<file path="config.mk">
export PLATFORM = sky130hd
export DESIGN_NAME = regfile_mp_sb
export DESIGN_NICKNAME = d
export VERILOG_FILES = /design/src/rtl/regfile_pkg.sv /design/src/rtl/regfile_scoreboard.sv /design/src/rtl/regfile_mp_sb.sv
export SDC_FILE = /design/constraint.sdc
export NUM_CORES = 2
export LEC_CHECK = 0
export BUFFER_PORTS_ARGS = -buffer_cell sky130_fd_sc_hd__buf_2
export CORE_ASPECT_RATIO = 1.25
export CORE_MARGIN = 2
export CORE_UTILIZATION = 50
export DETAILED_ROUTE_END_ITERATION = 7
export MAX_ROUTING_LAYER = met4
export PLACE_DENSITY = 0.66
export SLEW_MARGIN = 40
export SYNTH_ARGS = -nofsm -noshare
export SYNTH_HDL_FRONTEND = slang
export SYNTH_HIERARCHICAL = 1
export SYNTH_SLANG_ARGS = --single-unit
</file>
<file path="constraint.sdc">
create_clock -name clock -period 74.9 [get_ports clock]
set_input_delay 14.98 -clock clock [delete_from_list [all_inputs] [get_ports clock]]
set_output_delay 14.98 -clock clock [all_outputs]
set_load 0.05 [all_outputs]
</file>
<file path="src/rtl/regfile_pkg.sv">
// regfile_pkg: shared constants and helpers for the multi-port register file.
//   DATA_W_DEF / ADDR_W_DEF : default register width and address width
//   ZERO_REG                : hard-wired zero register index
//   DBG_IDX_DEF             : default register exported on dbg_data
//   slice_lo()              : low bit of lane idx inside a packed lane bus
package regfile_pkg;

  localparam int DATA_W_DEF  = 32;
  localparam int ADDR_W_DEF  = 5;
  localparam int ZERO_REG    = 0;
  localparam int DBG_IDX_DEF = 28;

  function automatic int slice_lo(input int idx, input int width);
    return idx * width;
  endfunction

endpackage

</file>
<file path="src/rtl/regfile_scoreboard.sv">
// regfile_scoreboard: per-register busy bits tracking outstanding load
// destinations. Only instantiated when REGFILE_SCOREBOARD_EN is defined.
// Ports:
//   clock, reset            : rising-edge clock, async active-high reset
//   iss_valid, iss_addr     : load issue request (destination to mark busy)
//   wb_en, wb_addr          : load writeback (clears busy)
//   rd_en, rd_addr          : packed read-port enables/addresses
//   rd_busy                 : per-port hazard flag
//   iss_stall               : issue refused (WAW on a still-busy register)
//   pending_cnt             : registered popcount of the busy vector
module regfile_scoreboard
  import regfile_pkg::*;
#(
  parameter int ADDR_W = ADDR_W_DEF,
  parameter int NUM_RD = 2
) (
  input  logic                     clock,
  input  logic                     reset,
  input  logic                     iss_valid,
  input  logic [ADDR_W-1:0]        iss_addr,
  input  logic                     wb_en,
  input  logic [ADDR_W-1:0]        wb_addr,
  input  logic [NUM_RD-1:0]        rd_en,
  input  logic [NUM_RD*ADDR_W-1:0] rd_addr,
  output logic [NUM_RD-1:0]        rd_busy,
  output logic                     iss_stall,
  output logic [ADDR_W:0]          pending_cnt
);

  localparam int DEPTH = 2 ** ADDR_W;
  localparam logic [ADDR_W-1:0] ZERO_ADDR = ADDR_W'(ZERO_REG);

  logic [DEPTH-1:0] busy;
  logic [DEPTH-1:0] busy_nxt;
  logic             set_en;
  logic             clr_en;

  // A writeback landing on the same register this cycle resolves the hazard,
  // so neither the stall nor the read-side busy flag fires for it.
  assign iss_stall = !reset && iss_valid && (iss_addr != ZERO_ADDR) &&
                     busy[iss_addr] && !(wb_en && (wb_addr == iss_addr));

  assign set_en = iss_valid && !iss_stall && (iss_addr != ZERO_ADDR);
  // Only a clear of a register that is actually busy moves the count.
  assign clr_en = wb_en && busy[wb_addr];

  for (genvar i = 0; i < NUM_RD; i++) begin : g_rd_busy
    logic [ADDR_W-1:0] a;
    assign a = rd_addr[slice_lo(i, ADDR_W) +: ADDR_W];
    assign rd_busy[i] = !reset && rd_en[i] && (a != ZERO_ADDR) && busy[a] &&
                        !(wb_en && (wb_addr == a));
  end

  // Set is applied after clear so a same-address set+clear leaves the bit
  // set: the newly issued load owns the register.
  always_comb begin
    busy_nxt = busy;
    if (wb_en)  busy_nxt[wb_addr]  = 1'b0;
    if (set_en) busy_nxt[iss_addr] = 1'b1;
  end

  // set_en can only coincide with an already-busy target when wb clears it
  // in the same cycle, so +set -clr gives the exact popcount change.
  always_ff @(posedge clock or posedge reset) begin
    if (reset) begin
      busy        <= '0;
      pending_cnt <= '0;
    end else begin
      busy        <= busy_nxt;
      pending_cnt <= pending_cnt + (ADDR_W+1)'(set_en) - (ADDR_W+1)'(clr_en);
    end
  end

endmodule

</file>
<file path="src/rtl/regfile_mp_sb.sv">
// regfile_mp_sb: multi-port register file with two write ports (A = ALU
// writeback, B = load writeback), combinational reads with write-to-read
// bypass, and an optional busy scoreboard for load destinations.
// Build option: define REGFILE_SCOREBOARD_EN to include the scoreboard;
// without it rd_busy, iss_stall and pending_cnt are tied to 0 and the
// issue inputs are ignored.
// Ports:
//   clock, reset                 : rising-edge clock, async active-high reset
//   rd_en, rd_addr, rd_data      : NUM_RD packed read ports
//   rd_busy                      : per-port outstanding-load flag
//   wa_en, wa_addr, wa_data      : write port A (wins on address collision)
//   wb_en, wb_addr, wb_data      : write port B (also clears busy)
//   iss_valid, iss_addr          : load issue, marks destination busy
//   iss_stall                    : issue refused on WAW with a busy register
//   pending_cnt                  : number of busy registers
//   wr_conflict                  : one-cycle pulse after A/B same-address write
//   dbg_data                     : stored value of register DBG_IDX
module regfile_mp_sb
  import regfile_pkg::*;
#(
  parameter int DATA_W  = DATA_W_DEF,
  parameter int ADDR_W  = ADDR_W_DEF,
  parameter int NUM_RD  = 2,
  parameter int DBG_IDX = DBG_IDX_DEF
) (
  input  logic                     clock,
  input  logic                     reset,
  input  logic [NUM_RD-1:0]        rd_en,
  input  logic [NUM_RD*ADDR_W-1:0] rd_addr,
  output logic [NUM_RD*DATA_W-1:0] rd_data,
  output logic [NUM_RD-1:0]        rd_busy,
  input  logic                     wa_en,
  input  logic [ADDR_W-1:0]        wa_addr,
  input  logic [DATA_W-1:0]        wa_data,
  input  logic                     wb_en,
  input  logic [ADDR_W-1:0]        wb_addr,
  input  logic [DATA_W-1:0]        wb_data,
  input  logic                     iss_valid,
  input  logic [ADDR_W-1:0]        iss_addr,
  output logic                     iss_stall,
  output logic [ADDR_W:0]          pending_cnt,
  output logic                     wr_conflict,
  output logic [DATA_W-1:0]        dbg_data
);

  localparam int DEPTH = 2 ** ADDR_W;
  localparam logic [ADDR_W-1:0] ZERO_ADDR = ADDR_W'(ZERO_REG);

  logic [DATA_W-1:0] regs [DEPTH];
  logic              wr_conflict_p1;

  // Stage p0 -> p1: register writes and collision detection
  always_ff @(posedge clock or posedge reset) begin
    if (reset) begin
      for (int r = 0; r < DEPTH; r++) regs[r] <= '0;
      wr_conflict_p1 <= 1'b0;
    end else begin
      // A is written last so it overrides B on a shared address.
      if (wb_en && (wb_addr != ZERO_ADDR)) regs[wb_addr] <= wb_data;
      if (wa_en && (wa_addr != ZERO_ADDR)) regs[wa_addr] <= wa_data;
      wr_conflict_p1 <= wa_en && wb_en && (wa_addr == wb_addr) &&
                        (wa_addr != ZERO_ADDR);
    end
  end

  assign wr_conflict = wr_conflict_p1;
  assign dbg_data    = regs[DBG_IDX];

  for (genvar i = 0; i < NUM_RD; i++) begin : g_rd
    logic [ADDR_W-1:0] a;
    logic [DATA_W-1:0] word;
    assign a = rd_addr[slice_lo(i, ADDR_W) +: ADDR_W];

    // Reset is folded in so a live write bypass cannot leak through while
    // the file is being cleared.
    always_comb begin
      word = '0;
      if (reset || !rd_en[i] || (a == ZERO_ADDR)) word = '0;
      else if (wa_en && (wa_addr == a))           word = wa_data;
      else if (wb_en && (wb_addr == a))           word = wb_data;
      else                                        word = regs[a];
    end

    assign rd_data[slice_lo(i, DATA_W) +: DATA_W] = word;
  end

`ifdef REGFILE_SCOREBOARD_EN
  regfile_scoreboard #(
    .ADDR_W (ADDR_W),
    .NUM_RD (NUM_RD)
  ) u_scoreboard (
    .clock       (clock),
    .reset       (reset),
    .iss_valid   (iss_valid),
    .iss_addr    (iss_addr),
    .wb_en       (wb_en),
    .wb_addr     (wb_addr),
    .rd_en       (rd_en),
    .rd_addr     (rd_addr),
    .rd_busy     (rd_busy),
    .iss_stall   (iss_stall),
    .pending_cnt (pending_cnt)
  );
`else
  logic unused_iss;
  assign unused_iss  = ^{iss_valid, iss_addr};
  assign rd_busy     = '0;
  assign iss_stall   = 1'b0;
  assign pending_cnt = '0;
`endif

endmodule

</file>
==> flow_metrics.py <==
metrics = {
    "run_status": {
        "status": "finished, final reports clean",
    },
    "routing": {
        "dr_total_vias": 54518,
        "route.detailed.drc": 0,
        "via_per_inst": 7.10,
        "drt-initial-drc-count": 8518,
        "dr.pass1.iters": 8,
        "drtAntennaViolNets": 0,
        "wl_per_cell_um": 34.1,
        "wirelength_um": 262000,
    },
    "synthesis": {
        "yosysSeqAreaShare": 0.394,
        "muxShareOfSynthArea": 0.319,
        "synthDistinctLibCells": 53,
        "netlist_area_um2": 65100,
        "synth_top_family_by_area": "multiplexers",
        "synthFlopType": "dfrtp_1",
        "synthSimpleGateAreaFrac": 0.0751,
        "async_reset_ff_frac": 1.00,
        "yosys-top-cells-count": "mux2i_1 (1026), dfrtp_1 (1025), nor2_1 (740)",
        "synthAdderAreaFrac": 0,
        "syn_area_per_cell_um2": 10.3,
        "synth-seq-cells": 1025,
        "syn_inst": 6295,
        "synth_compound_area_frac": 0.149,
        "synth_most_common_cell": "mux2i_1",
        "synth_xor_xnor_area_share": 0.00337,
        "synth-edff-count": 0,
        "yosys_warnings": 6,
        "yosysTopAreaCellShare": 0.394,
        "synthTopCellsByArea": "dfrtp_1 (39%), mux2i_1 (16%), mux4_2 (16%)",
        "yosysTopAreaCell": "dfrtp_1",
    },
    "power_and_ir_drop": {
        "power_density_nw_per_um2": 26.9,
        "p_int_mw": 1.28,
        "p_switching_mw": 0.618,
        "p_comb_frac": 0.267,
        "p_leak_nw": 29.5,
        "clkPwrFrac": 0.301,
        "sw_frac_of_total": 0.326,
        "peakVddDrop_mv": 0.0237,
        "seqPwrFrac": 0.432,
    },
    "global_route": {
        "grt_overflow": 0,
        "track_usage": 0.400,
        "grt_pass1_vias": 52648,
        "grt_antenna_before_repair": 25,
        "grt_start_max_net_pins": 149,
        "grt_pass1_wl_um": 377000,
    },
    "critical_path": {
        "worstPathMaxFanout": 45,
        "required_ns": 59.92,
        "ff2ff_setup_slack_ns": 74.01,
        "worstPathArrival_ns": 19.36,
        "cp-start-kind": "input pin",
        "critPathCapture": "rd_data[44]",
        "critPathKind": "input pin to output pin",
        "rr_worst_depth": 2,
        "setup.worst_path.start": "rd_addr[7]",
        "cpMostUsedCell": "buf_4",
        "cp_slowest_cell": "o32ai_2",
        "crit-reg2reg-capture": "dbg_data[15]",
        "r2r_start": "dbg_data[15]",
        "slowest_delay_ns": 0.79,
        "crit_chain": "buf_4 -> buf_6 -> xnor2_1 -> nand4_1 -> buf_4 -> or2_2 -> or3b_2 -> buf_4 -> o32ai_2 -> buf_2",
        "end_kind": "output pin",
    },
    "die": {
        "core_area_um2": 130000,
        "ios": 202,
        "die_area_um2": 133000,
        "rows": 148,
        "start_util": 0.502,
        "die_x_um": 327,
        "die_h_um": 407,
    },
    "place": {
        "dp.cells": 7452,
        "port-buffer-count": 186,
        "gp_congestion": 0.881,
        "hpwl_um": 145000,
    },
    "timing": {
        "setup_viol_count_final": 0,
        "fmax_mhz": 29.1,
        "relSlewSlack": 0.356,
        "rsz0062_at_grt": "no",
        "tightest_slew_ns": 0.967,
        "min_period_ns": 34.34,
        "hold_viol": 0,
        "slew_viol_final": 0,
        "finClkSkew_ns": 0,
        "fin_tns_setup_ns": 0,
        "finalCritPeriodShare": 0.458,
    },
    "clock_network": {
        "path_clk_slew_ns": 0.06,
        "htreeDepth": 3,
        "cts_root_buf": "clkbuf_16",
        "cts_sinks": 1025,
        "clockBufferDepth": 3,
        "cts_hold_buf": 0,
        "worstSkewPairLatency_ns": 0.73,
        "cts_resized": 0,
        "cts_tree": "built",
        "cts_buffers": 103,
        "postCtsSetupBuffers": 0,
    },
    "layout": {
        "area_delta_synth_final_pct": 8.13,
        "fillers": 11143,
        "drive_gt1_frac": 0.182,
        "instances_no_fill": 7680,
        "fin_nets": 5936,
    },
    "flow_run": {
        "max_cap_violations": 0,
    },
    "min_path": {
        "hold_path_class": "flip-flop to flip-flop",
    },
}
[through the flow]
step / worst slack [ns] / total power [mW] / cell area, µm² / utilization / hold WS (ns)
2_1_floorplan: 17.53 / 1.18 / 65100 / - / 0.441
3_3_place_gp: 40.23 / 1.29 / 65900 / 0.508 / 0.377
3_5_place_dp: 40.39 / 1.31 / 66400 / 0.512 / 0.384
4_1_cts: 40.37 / 1.88 / 70000 / 0.540 / 0.398
5_1_grt: 40.53 / 1.97 / 70300 / 0.543 / 0.410
6_report: 40.56 / 1.89 / 70400 / 0.543 / 0.398
[flip-flops by register name, summed over array words and instances (netlist names)]
name / flops
wr_conflict: 1
dbg_data: 32
regs: 992
[worst max-delay path, delay by kind of cell]
kind | cells | cell delay (ns)
buffers and inverters | 5 | 2.54
AND/OR/NAND/NOR | 3 | 0.81
AO/OA/AOI/OAI | 1 | 0.79
XOR/XNOR | 1 | 0.15
[cell type report]
class	count	area, µm²	share of cell area
Multi-Input combinational cell	4347	36100	0.514
Sequential cell	1025	25600	0.365
Clock buffer	145	3020	0.0429
Timing Repair Buffer	328	2580	0.0367
Tap cell	1725	2160	0.0307
Clock inverter	49	609	0.00866
Inverter	35	139	0.00197
Antenna cell	26	65.1	0.000925
[power by group through the flow]
stage / sequential [mW] / clock [mW] / combinational [mW]
finish: 0.817 / 0.570 / 0.505
global route: 0.832 / 0.593 / 0.543
CTS: 0.810 / 0.570 / 0.497
detailed placement: 0.819 / 0 / 0.496
global placement: 0.809 / 0 / 0.481
floorplan: 0.782 / 0 / 0.402
[logic make-up after synthesis]
group | Yosys count
xor+xnor | 25
compound gates | 1592
mux | 1506
flops | 1025
other cells | 1
simple gates | 1215
buf+inv | 931
[worst min path at each step]
stage / startpoint / endpoint / slack (ns) / cells after the start
after detailed placement: regs[1004] / regs[1004] / 0.38 / 0
final: regs[1022] / regs[1022] / 0.40 / 0
after floorplan: regs[1000] / regs[1000] / 0.44 / 1
after CTS: regs[1003] / regs[1003] / 0.40 / 0
after global placement: regs[1015] / regs[1015] / 0.38 / 0
after global routing: regs[1013] / regs[1013] / 0.41 / 0
[layer usage]
| metal | track usage | routed length (µm) |
|---|---|---|
| met5 | - | 0 |
| met4 | 0.221 | 17300 |
| met3 | 0.145 | 38000 |
| met1 | 0.502 | 93500 |
| met2 | 0.560 | 113000 |
[cells in the final DEF, fill, tap and decap left out, types with 10 or more instances in the layout]
cell,n
clkbuf_1,18
a21oi_1,732
a211oi_1,29
nor2_1,716
a22o_1,32
o221ai_1,62
dfrtp_1,1025
buf_6,41
diode_2,26
clkinv_2,23
nand4_1,38
nand2_2,19
buf_2,178
clkbuf_16,107
nor2_4,20
xor2_1,10
o32ai_1,30
mux2_2,31
a31oi_1,32
a22oi_1,95
nand2_8,11
bufinv_16,13
o22ai_1,33
buf_4,80
inv_1,33
nand2_1,301
clkbuf_8,20
xnor2_1,15
nor3_1,34
o21a_1,31
mux4_2,449
a211o_1,27
o21ai_0,318
buf_12,14
a32oi_1,158
mux2i_1,1026
buf_16,10
(Power assumes the default switching activity.)
